===== config.mk =====
export PLATFORM = sky130hd
export DESIGN_NAME = wash_sequencer_flat
export DESIGN_NICKNAME = d
export VERILOG_FILES = /design/src/rtl/wash_pkg.sv /design/src/rtl/wash_sequencer_if.sv /design/src/rtl/wash_sequencer_phase_timer.sv /design/src/rtl/wash_sequencer.sv /design/src/flat_wrapper.sv
export SDC_FILE = /design/constraint.sdc
export NUM_CORES = 1
export LEC_CHECK = 0
export BUFFER_PORTS_ARGS = -buffer_cell sky130_fd_sc_hd__buf_2
export CAP_MARGIN = 20
export CORE_ASPECT_RATIO = 0.7
export CORE_MARGIN = 2
export CORE_UTILIZATION = 30
export DETAILED_ROUTE_END_ITERATION = 8
export PLACE_DENSITY = 0.5
export SYNTH_ARGS = -nofsm -noshare
export SYNTH_HDL_FRONTEND = slang
export SYNTH_HIERARCHICAL = 1
export SYNTH_SLANG_ARGS = --single-unit

===== constraint.sdc =====
create_clock -name clk -period 3.85 [get_ports clk]
set_input_delay 0.1925 -clock clk [delete_from_list [all_inputs] [get_ports clk]]
set_output_delay 0.1925 -clock clk [all_outputs]
set_load 0.01 [all_outputs]

===== src/rtl/wash_pkg.sv =====
// Shared types and defaults for the wash sequencer: state encoding, phase
// durations, programme group bit positions and a saturation helper.
package wash_pkg;

  typedef enum logic [3:0] {
    IDLE    = 4'd0,
    FILL_W  = 4'd1,
    WASH    = 4'd2,
    DRAIN_R = 4'd3,
    SPIN_R  = 4'd4,
    FILL_R  = 4'd5,
    RINSE   = 4'd6,
    DRAIN_D = 4'd7,
    SPIN_D  = 4'd8,
    DONE    = 4'd9,
    PAUSE   = 4'd10
  } washState_t;

  localparam int DEF_FILL_T  = 2;
  localparam int DEF_WASH_T  = 6;
  localparam int DEF_RINSE_T = 4;
  localparam int DEF_DRAIN_T = 2;
  localparam int DEF_SPIN_T  = 3;

  // mode bit positions: {dry, rinse, wash}
  localparam int GRP_WASH  = 0;
  localparam int GRP_RINSE = 1;
  localparam int GRP_DRY   = 2;

  function automatic logic [7:0] sat8(input int v);
    logic [7:0] r;
    if (v > 32'sd255) begin
      r = 8'd255;
    end else if (v < 32'sd0) begin
      r = 8'd0;
    end else begin
      r = v[7:0];
    end
    return r;
  endfunction

endpackage


===== src/rtl/wash_sequencer_if.sv =====
// Operator inputs and actuator/status outputs of the wash sequencer.
interface wash_sequencer_if;
  logic       runBtn;
  logic       openBtn;
  logic       tick_1s;
  logic [2:0] mode;
  logic [2:0] water_lvl;
  logic       inWater;
  logic       washing;
  logic       outWater;
  logic       spinning;
  logic       rinsing;
  logic       busy;
  logic       paused;
  logic       done;
  logic [3:0] phase;
  logic [7:0] remaining;
  logic       beep;

  modport master (
    output runBtn, openBtn, tick_1s, mode, water_lvl,
    input  inWater, washing, outWater, spinning, rinsing,
    input  busy, paused, done, phase, remaining, beep
  );

  modport slave (
    input  runBtn, openBtn, tick_1s, mode, water_lvl,
    output inWater, washing, outWater, spinning, rinsing,
    output busy, paused, done, phase, remaining, beep
  );
endinterface


===== src/rtl/wash_sequencer_phase_timer.sv =====
// Per-phase countdown: load has priority, decrements on unheld ticks,
// floors at zero and flags zero.
module phase_timer (
  input  logic       clk,
  input  logic       rst,
  input  logic       load,
  input  logic [7:0] loadVal,
  input  logic       tick,
  input  logic       hold,
  output logic       zero
);

  logic [7:0] value_r;

  // countdown register
  always_ff @(posedge clk or posedge rst) begin
    if (rst) begin
      value_r <= 8'd0;
    end else if (load) begin
      value_r <= loadVal;
    end else if (tick && !hold && (value_r != 8'd0)) begin
      value_r <= value_r - 8'd1;
    end else begin
      value_r <= value_r;
    end
  end

  assign zero = (value_r == 8'd0);

endmodule


===== src/rtl/wash_sequencer.sv =====
// Washing-machine programme sequencer. Define WASH_SEQ_BEEP_EN to get a
// three-second end-of-cycle beep; otherwise beep is tied low.
module wash_sequencer
  import wash_pkg::*;
#(
  parameter int FILL_T  = DEF_FILL_T,
  parameter int WASH_T  = DEF_WASH_T,
  parameter int RINSE_T = DEF_RINSE_T,
  parameter int DRAIN_T = DEF_DRAIN_T,
  parameter int SPIN_T  = DEF_SPIN_T
) (
  input logic              clk,
  input logic              resetBtn,
  wash_sequencer_if.slave  bus
);

  washState_t state_r, nextState_s, stored_r, nextPhase_s, startState_s;
  logic [2:0] mode_r, lvl_r, lvlIn_s;
  logic [7:0] remaining_r, tmrVal_s;
  logic       openPrev_r, tmrLoad_s, tmrZero_s, start_s;
  logic       running_s, userEvt_s, countTick_s;
  logic       inWater_r, washing_r, outWater_r, spinning_r, rinsing_r;
  logic       busy_r, paused_r, done_r;

  function automatic logic isRunning(input washState_t s);
    logic r;
    case (s)
      FILL_W, WASH, DRAIN_R, SPIN_R, FILL_R, RINSE, DRAIN_D, SPIN_D: r = 1'b1;
      default: r = 1'b0;
    endcase
    return r;
  endfunction

  // Successor of a phase; disabled groups are skipped.
  function automatic washState_t followOn(input washState_t s, input logic [2:0] m);
    washState_t n;
    case (s)
      IDLE:    n = m[GRP_WASH] ? FILL_W : (m[GRP_RINSE] ? DRAIN_R : (m[GRP_DRY] ? DRAIN_D : DONE));
      FILL_W:  n = WASH;
      WASH:    n = m[GRP_RINSE] ? DRAIN_R : (m[GRP_DRY] ? DRAIN_D : DONE);
      DRAIN_R: n = SPIN_R;
      SPIN_R:  n = FILL_R;
      FILL_R:  n = RINSE;
      RINSE:   n = m[GRP_DRY] ? DRAIN_D : DONE;
      DRAIN_D: n = SPIN_D;
      default: n = DONE;
    endcase
    return n;
  endfunction

  function automatic logic [7:0] phaseDur(input washState_t s, input logic [2:0] lvl);
    logic [7:0] d;
    case (s)
      FILL_W, FILL_R:   d = sat8(int'(lvl) * FILL_T);
      WASH:             d = sat8(WASH_T);
      RINSE:            d = sat8(RINSE_T);
      DRAIN_R, DRAIN_D: d = sat8(DRAIN_T);
      SPIN_R, SPIN_D:   d = sat8(SPIN_T);
      default:          d = 8'd0;
    endcase
    return d;
  endfunction

  function automatic logic [7:0] totalDur(input logic [2:0] m, input logic [2:0] lvl);
    int t;
    t = (m[GRP_WASH]  ? int'(lvl) * FILL_T + WASH_T : 32'sd0)
      + (m[GRP_RINSE] ? DRAIN_T + SPIN_T + int'(lvl) * FILL_T + RINSE_T : 32'sd0)
      + (m[GRP_DRY]   ? DRAIN_T + SPIN_T : 32'sd0);
    return sat8(t);
  endfunction

  assign lvlIn_s      = (bus.water_lvl == 3'd0) ? 3'd1 : bus.water_lvl;
  assign running_s    = isRunning(state_r);
  assign userEvt_s    = bus.runBtn || bus.openBtn;
  assign countTick_s  = running_s && bus.tick_1s && !userEvt_s && !tmrZero_s;
  assign nextPhase_s  = followOn(state_r, mode_r);
  assign startState_s = followOn(IDLE, bus.mode);

  phase_timer uTimer (
    .clk     (clk),
    .rst     (resetBtn),
    .load    (tmrLoad_s),
    .loadVal (tmrVal_s),
    .tick    (bus.tick_1s),
    .hold    (!running_s || userEvt_s),
    .zero    (tmrZero_s)
  );

  // next-state and timer-load decode; operator buttons beat the tick
  always_comb begin
    nextState_s = state_r;
    tmrLoad_s   = 1'b0;
    tmrVal_s    = 8'd0;
    start_s     = 1'b0;
    case (state_r)
      IDLE: begin
        if (bus.runBtn && !bus.openBtn && (bus.mode != 3'd0)) begin
          start_s     = 1'b1;
          nextState_s = startState_s;
          tmrLoad_s   = 1'b1;
          tmrVal_s    = phaseDur(startState_s, lvlIn_s);
        end else begin
          nextState_s = IDLE;
        end
      end
      DONE: begin
        if (bus.runBtn || (bus.openBtn && !openPrev_r)) begin
          nextState_s = IDLE;
        end else begin
          nextState_s = DONE;
        end
      end
      PAUSE: begin
        if (bus.runBtn && !bus.openBtn) begin
          nextState_s = stored_r;
        end else begin
          nextState_s = PAUSE;
        end
      end
      FILL_W, WASH, DRAIN_R, SPIN_R, FILL_R, RINSE, DRAIN_D, SPIN_D: begin
        if (userEvt_s) begin
          nextState_s = PAUSE;
        end else if (tmrZero_s) begin
          nextState_s = nextPhase_s;
          tmrLoad_s   = 1'b1;
          tmrVal_s    = phaseDur(nextPhase_s, lvl_r);
        end else begin
          nextState_s = state_r;
        end
      end
      default: nextState_s = IDLE;
    endcase
  end

  // state, latched programme settings and paused phase
  always_ff @(posedge clk or posedge resetBtn) begin
    if (resetBtn) begin
      state_r    <= IDLE;
      stored_r   <= IDLE;
      mode_r     <= 3'd0;
      lvl_r      <= 3'd1;
      openPrev_r <= 1'b0;
    end else begin
      state_r    <= nextState_s;
      openPrev_r <= bus.openBtn;
      if (start_s) begin
        mode_r <= bus.mode;
        lvl_r  <= lvlIn_s;
      end
      if (running_s && (nextState_s == PAUSE)) begin
        stored_r <= state_r;
      end
    end
  end

  // seconds-remaining counter for the whole programme
  always_ff @(posedge clk or posedge resetBtn) begin
    if (resetBtn) begin
      remaining_r <= 8'd0;
    end else if (start_s) begin
      remaining_r <= totalDur(bus.mode, lvlIn_s);
    end else if (nextState_s == IDLE) begin
      remaining_r <= 8'd0;
    end else if (countTick_s && (remaining_r != 8'd0)) begin
      remaining_r <= remaining_r - 8'd1;
    end else begin
      remaining_r <= remaining_r;
    end
  end

  // actuator and status outputs, registered in step with the state
  always_ff @(posedge clk or posedge resetBtn) begin
    if (resetBtn) begin
      inWater_r  <= 1'b0;
      washing_r  <= 1'b0;
      outWater_r <= 1'b0;
      spinning_r <= 1'b0;
      rinsing_r  <= 1'b0;
      busy_r     <= 1'b0;
      paused_r   <= 1'b0;
      done_r     <= 1'b0;
    end else begin
      inWater_r  <= (nextState_s == FILL_W) || (nextState_s == FILL_R);
      washing_r  <= (nextState_s == WASH);
      outWater_r <= (nextState_s == DRAIN_R) || (nextState_s == DRAIN_D);
      spinning_r <= (nextState_s == SPIN_R) || (nextState_s == SPIN_D);
      rinsing_r  <= (nextState_s == RINSE);
      busy_r     <= (nextState_s != IDLE) && (nextState_s != DONE);
      paused_r   <= (nextState_s == PAUSE);
      done_r     <= (nextState_s == DONE);
    end
  end

  assign bus.inWater   = inWater_r;
  assign bus.washing   = washing_r;
  assign bus.outWater  = outWater_r;
  assign bus.spinning  = spinning_r;
  assign bus.rinsing   = rinsing_r;
  assign bus.busy      = busy_r;
  assign bus.paused    = paused_r;
  assign bus.done      = done_r;
  assign bus.phase     = state_r;
  assign bus.remaining = remaining_r;

`ifdef WASH_SEQ_BEEP_EN
  logic [1:0] beepCnt_r, beepCntNext_s;
  logic       beep_r;

  // seconds spent in DONE, saturating at three
  always_comb begin
    beepCntNext_s = beepCnt_r;
    if (state_r != DONE) begin
      beepCntNext_s = 2'd0;
    end else if (bus.tick_1s && (beepCnt_r != 2'd3)) begin
      beepCntNext_s = beepCnt_r + 2'd1;
    end else begin
      beepCntNext_s = beepCnt_r;
    end
  end

  // beep while in DONE until three ticks have elapsed
  always_ff @(posedge clk or posedge resetBtn) begin
    if (resetBtn) begin
      beepCnt_r <= 2'd0;
      beep_r    <= 1'b0;
    end else begin
      beepCnt_r <= beepCntNext_s;
      beep_r    <= (nextState_s == DONE) && (beepCntNext_s != 2'd3);
    end
  end

  assign bus.beep = beep_r;
`else
  assign bus.beep = 1'b0;
`endif

endmodule


===== src/flat_wrapper.sv =====
// flat-port wrapper written by rule: the top's interface ports become plain ports
module wash_sequencer_flat import wash_pkg::*;
#(
  parameter int FILL_T  = DEF_FILL_T,
  parameter int WASH_T  = DEF_WASH_T,
  parameter int RINSE_T = DEF_RINSE_T,
  parameter int DRAIN_T = DEF_DRAIN_T,
  parameter int SPIN_T  = DEF_SPIN_T
)
  (clk, resetBtn, bus_runBtn, bus_openBtn, bus_tick_1s, bus_mode, bus_water_lvl, bus_inWater, bus_washing, bus_outWater, bus_spinning, bus_rinsing, bus_busy, bus_paused, bus_done, bus_phase, bus_remaining, bus_beep);
  wash_sequencer_if bus_i ();
  input logic clk;
  input logic resetBtn;
  input wire logic [$bits(bus_i.runBtn)-1:0] bus_runBtn;
  input wire logic [$bits(bus_i.openBtn)-1:0] bus_openBtn;
  input wire logic [$bits(bus_i.tick_1s)-1:0] bus_tick_1s;
  input wire logic [$bits(bus_i.mode)-1:0] bus_mode;
  input wire logic [$bits(bus_i.water_lvl)-1:0] bus_water_lvl;
  output wire logic [$bits(bus_i.inWater)-1:0] bus_inWater;
  output wire logic [$bits(bus_i.washing)-1:0] bus_washing;
  output wire logic [$bits(bus_i.outWater)-1:0] bus_outWater;
  output wire logic [$bits(bus_i.spinning)-1:0] bus_spinning;
  output wire logic [$bits(bus_i.rinsing)-1:0] bus_rinsing;
  output wire logic [$bits(bus_i.busy)-1:0] bus_busy;
  output wire logic [$bits(bus_i.paused)-1:0] bus_paused;
  output wire logic [$bits(bus_i.done)-1:0] bus_done;
  output wire logic [$bits(bus_i.phase)-1:0] bus_phase;
  output wire logic [$bits(bus_i.remaining)-1:0] bus_remaining;
  output wire logic [$bits(bus_i.beep)-1:0] bus_beep;
  assign bus_i.runBtn = bus_runBtn;
  assign bus_i.openBtn = bus_openBtn;
  assign bus_i.tick_1s = bus_tick_1s;
  assign bus_i.mode = bus_mode;
  assign bus_i.water_lvl = bus_water_lvl;
  assign bus_inWater = bus_i.inWater;
  assign bus_washing = bus_i.washing;
  assign bus_outWater = bus_i.outWater;
  assign bus_spinning = bus_i.spinning;
  assign bus_rinsing = bus_i.rinsing;
  assign bus_busy = bus_i.busy;
  assign bus_paused = bus_i.paused;
  assign bus_done = bus_i.done;
  assign bus_phase = bus_i.phase;
  assign bus_remaining = bus_i.remaining;
  assign bus_beep = bus_i.beep;
  wash_sequencer #(.FILL_T(FILL_T), .WASH_T(WASH_T), .RINSE_T(RINSE_T), .DRAIN_T(DRAIN_T), .SPIN_T(SPIN_T)) u_core (.clk(clk), .resetBtn(resetBtn), .bus(bus_i));
endmodule

==> results.py <==
metrics = {
    "detailed_routing": {
        "drc": 0,
        "wl_mm": 6.58,
        "drt_iter0_markers": 212,
        "routedWlPerCell_um": 14.3,
        "vias_per_cell": 4.91,
        "drtAntennaViolNets": 0,
        "vias": 2254,
        "drt-pass1-iter-count": 4,
    },
    "sta": {
        "tightest_slew_ns": 0.652,
        "slew_headroom": 0.565,
        "rsz0062_at_grt": "false",
        "setup_violations": 0,
        "fmax_mhz": 314,
        "tns_ns": 0,
        "finClkSkew_ns": 0.00402,
        "fin_crit_ns": 3.18,
        "hold_violations": 0,
        "fin_crit_sh": 0.826,
        "drv_slew": 0,
    },
    "clock_tree": {
        "cts.sinks": 39,
        "clock-root-buffer": "clkbuf_16",
        "clkLatencyLatePin_ns": 0.28,
        "clockBufferDepth": 2,
        "htree_levels": 2,
        "cts_buffers": 5,
        "cts_tree": "done",
        "clkTransAtPathRegs_ns": 0.06,
    },
    "layout": {
        "areaGrowthSynthToFinish_pct": 15.4,
        "fillers": 940,
        "final_cells": 459,
        "post-route-util": 0.358,
        "drive_above_1_share": 0.200,
        "nets": 361,
        "antenna_cells": 0,
        "multi_input_area_um2": 1720,
        "register_area_um2": 977,
    },
    "global_route": {
        "grt_overflow": 0,
        "grt_pass1_wl_mm": 11.1,
        "grt_pass1_vias": 2106,
        "antenna_found_initial": 0,
        "track_usage": 0.139,
        "grt_max_degree": 32,
    },
    "setup_path": {
        "crit_top_cell": "nor4b_4",
        "rrSetupSlack_ns": 0.67,
        "worstPathArrival_ns": 3.35,
        "rr_endpoint": "u_core/bus.remaining[6]$_DFFE_PP0P_",
        "critPathSlowestCell": "nor4b_4",
        "timing.rr.start": "u_core/uTimer/value_r[0]$_DFFE_PP0P_",
        "required_ns": 4.02,
        "critPathLaunchType": "register",
        "critPathKind": "reg2reg",
        "r2r_cells": 9,
        "cp_max_fo": 12,
        "crit_chain": "inv_1 > ha_1 > nor4b_4 > and2_1 > a21oi_1 > o32ai_1 > o211ai_4 > nor4b_4 > and3b_1",
        "end_kind": "register",
        "max_stage_delay_ns": 0.56,
    },
    "placement": {
        "gp_congestion": 0.817,
        "numPortBuffers": 30,
        "dp_cells": 450,
        "hpwlAfterDp_mm": 4.90,
    },
    "synth": {
        "avgSynthCellArea_um2": 9.35,
        "netlist_instances": 301,
        "yosysSeqAreaShare": 0.347,
        "synth_edf_count": 0,
        "synth.most_common_cell": "dfrtp_1",
        "ys.flop_type": "dfrtp_1",
        "syn_area_um2": 2810,
        "ys_warn_count": 6,
        "synth.area.top_cells": "dfrtp_1, ha_1, nand2_1, nor2_1, nor4b_4",
        "yosysTopAreaCell": "dfrtp_1",
        "async_flop_share": 1.00,
        "synth_top_area_frac": 0.338,
        "synth_common_cells": "dfrtp_1, nand2_1, nor2_1",
        "ys_seq_elements": 39,
        "synth_cell_types": 69,
    },
    "min_path": {
        "holdCritPathClass": "in2reg",
        "holdPathStages": 1,
        "min_to": "u_core/openPrev_r$_DFF_PP0_",
        "worstHoldStart": "bus_openBtn",
    },
    "floorplanning": {
        "core-area_um2": 9070,
        "die_x_um": 120,
        "ioPinCount": 32,
        "die_y_um": 85.0,
        "start_util": 0.310,
        "rows": 29,
        "dieArea_um2": 10200,
    },
    "power": {
        "p_leak_uw": 0.00144,
        "ir_worst_vdd_uv": 281,
        "power.density_nw_per_um2": 662,
        "power.total_uw": 2150,
    },
    "run_status": {
        "outcome": "complete, no violations",
    },
    "run": {
        "maxCapViolCount": 0,
    },
}
==> per-stage QoR <==
step	instance area (µm²)	setup slack (ns)	hold slack, ns
2_1_floorplan	2840	1.04	0.00816
3_3_place_gp	3100	0.772	0.184
3_5_place_dp	3100	0.686	0.183
4_1_cts	3250	0.680	0.0721
5_1_grt	3250	0.455	0.0893
6_report	3250	0.669	0.0743
==> power by group <==
group	switching, µW	total, µW	internal [µW]	leakage, µW
Clock	162	402	240	0.0000679
Combinational	569	1010	441	0.000883
Sequential	184	737	553	0.000491
Total	915	2150	1230	0.00144
==> cells in the final DEF (no fill, tap or decap), types with 6 or more instances in the layout <==
master and count:
dfrtp_1 38, buf_2 30, nand2_1 29, nor2_1 21, inv_1 17, ha_1 14, a21oi_1 11, nand2b_1 10
nor3_1 10, nor2b_1 10, o21ai_0 9, o31ai_1 7, xnor2_1 7, conb_1 7, xor2_1 6, mux2_2 6
==> critical path, delay by kind of cell (launching register included) <==
kind,cells,cell delay (ns)
simple gates,4,1.61
flops,1,0.41
buf+inv,1,0.07
fa+ha+maj,1,0.18
compound gates,3,0.80
==> sequential cells by signal, indices dropped and copies added, names as in the netlist <==
signal and flops:
u_core/bus.remaining 8, u_core/uTimer/value_r 8, u_core/bus.phase 4, u_core/stored_r 4, u_core/lvl_r 3, u_core/mode_r 3, u_core/bus.busy 1, u_core/bus.done 1
u_core/bus.inWater 1, u_core/bus.outWater 1, u_core/bus.paused 1, u_core/bus.rinsing 1, u_core/bus.spinning 1, u_core/bus.washing 1, u_core/openPrev_r 1
==> how the worst max path moves through the flow <==
stage | endpoint | start | depth (start not counted)
after floorplan | u_core/bus.remaining[6]$_DFFE_PP0P_ | u_core/uTimer/value_r[0]$_DFFE_PP0P_ | 10
after CTS | u_core/bus.remaining[6]$_DFFE_PP0P_ | u_core/uTimer/value_r[0]$_DFFE_PP0P_ | 9
final | u_core/bus.remaining[6]$_DFFE_PP0P_ | u_core/uTimer/value_r[0]$_DFFE_PP0P_ | 9
after global routing | u_core/stored_r[1]$_DFFE_PP0P_ | u_core/uTimer/value_r[0]$_DFFE_PP0P_ | 10
after detailed placement | u_core/bus.remaining[6]$_DFFE_PP0P_ | u_core/uTimer/value_r[0]$_DFFE_PP0P_ | 9
after global placement | u_core/bus.remaining[6]$_DFFE_PP0P_ | u_core/uTimer/value_r[0]$_DFFE_PP0P_ | 9
==> metal layers <==
metal | wire length [µm] | track usage
met5 | 0 | 0
met4 | 88 | 0.0460
met1 | 3670 | 0.214
met3 | 232 | 0.0276
met2 | 2590 | 0.191
==> layout make-up <==
cell class	count	share of cell area
multi-input cells	235	0.529
flip-flops and latches	39	0.301
repair buffers	35	0.0586
well taps	124	0.0478
clock buffers	7	0.0408
inverters	18	0.0208
clock inverters	1	0.00154
==> cells by family after synthesis <==
logic type | count (synthesis) | share of synthesized area
muxes | 7 | 0.0276
AOI/OAI and AO/OA | 68 | 0.188
other | 1 | 0.00133
and+or+nand+nor | 124 | 0.267
buffers and inverters | 33 | 0.0520
xor gates and xnor gates | 13 | 0.0405
adders and majority gates | 16 | 0.0765
DFF | 39 | 0.347
==> what timing repair did <==
item / 4_1_cts / 5_1_grt
buffers inserted: 0 / 0
hold buffers: 1 / 0
gates resized for setup: 0 / 0
hold endpoints to repair: 8 / 0
Power figures use the tool's default switching activity.
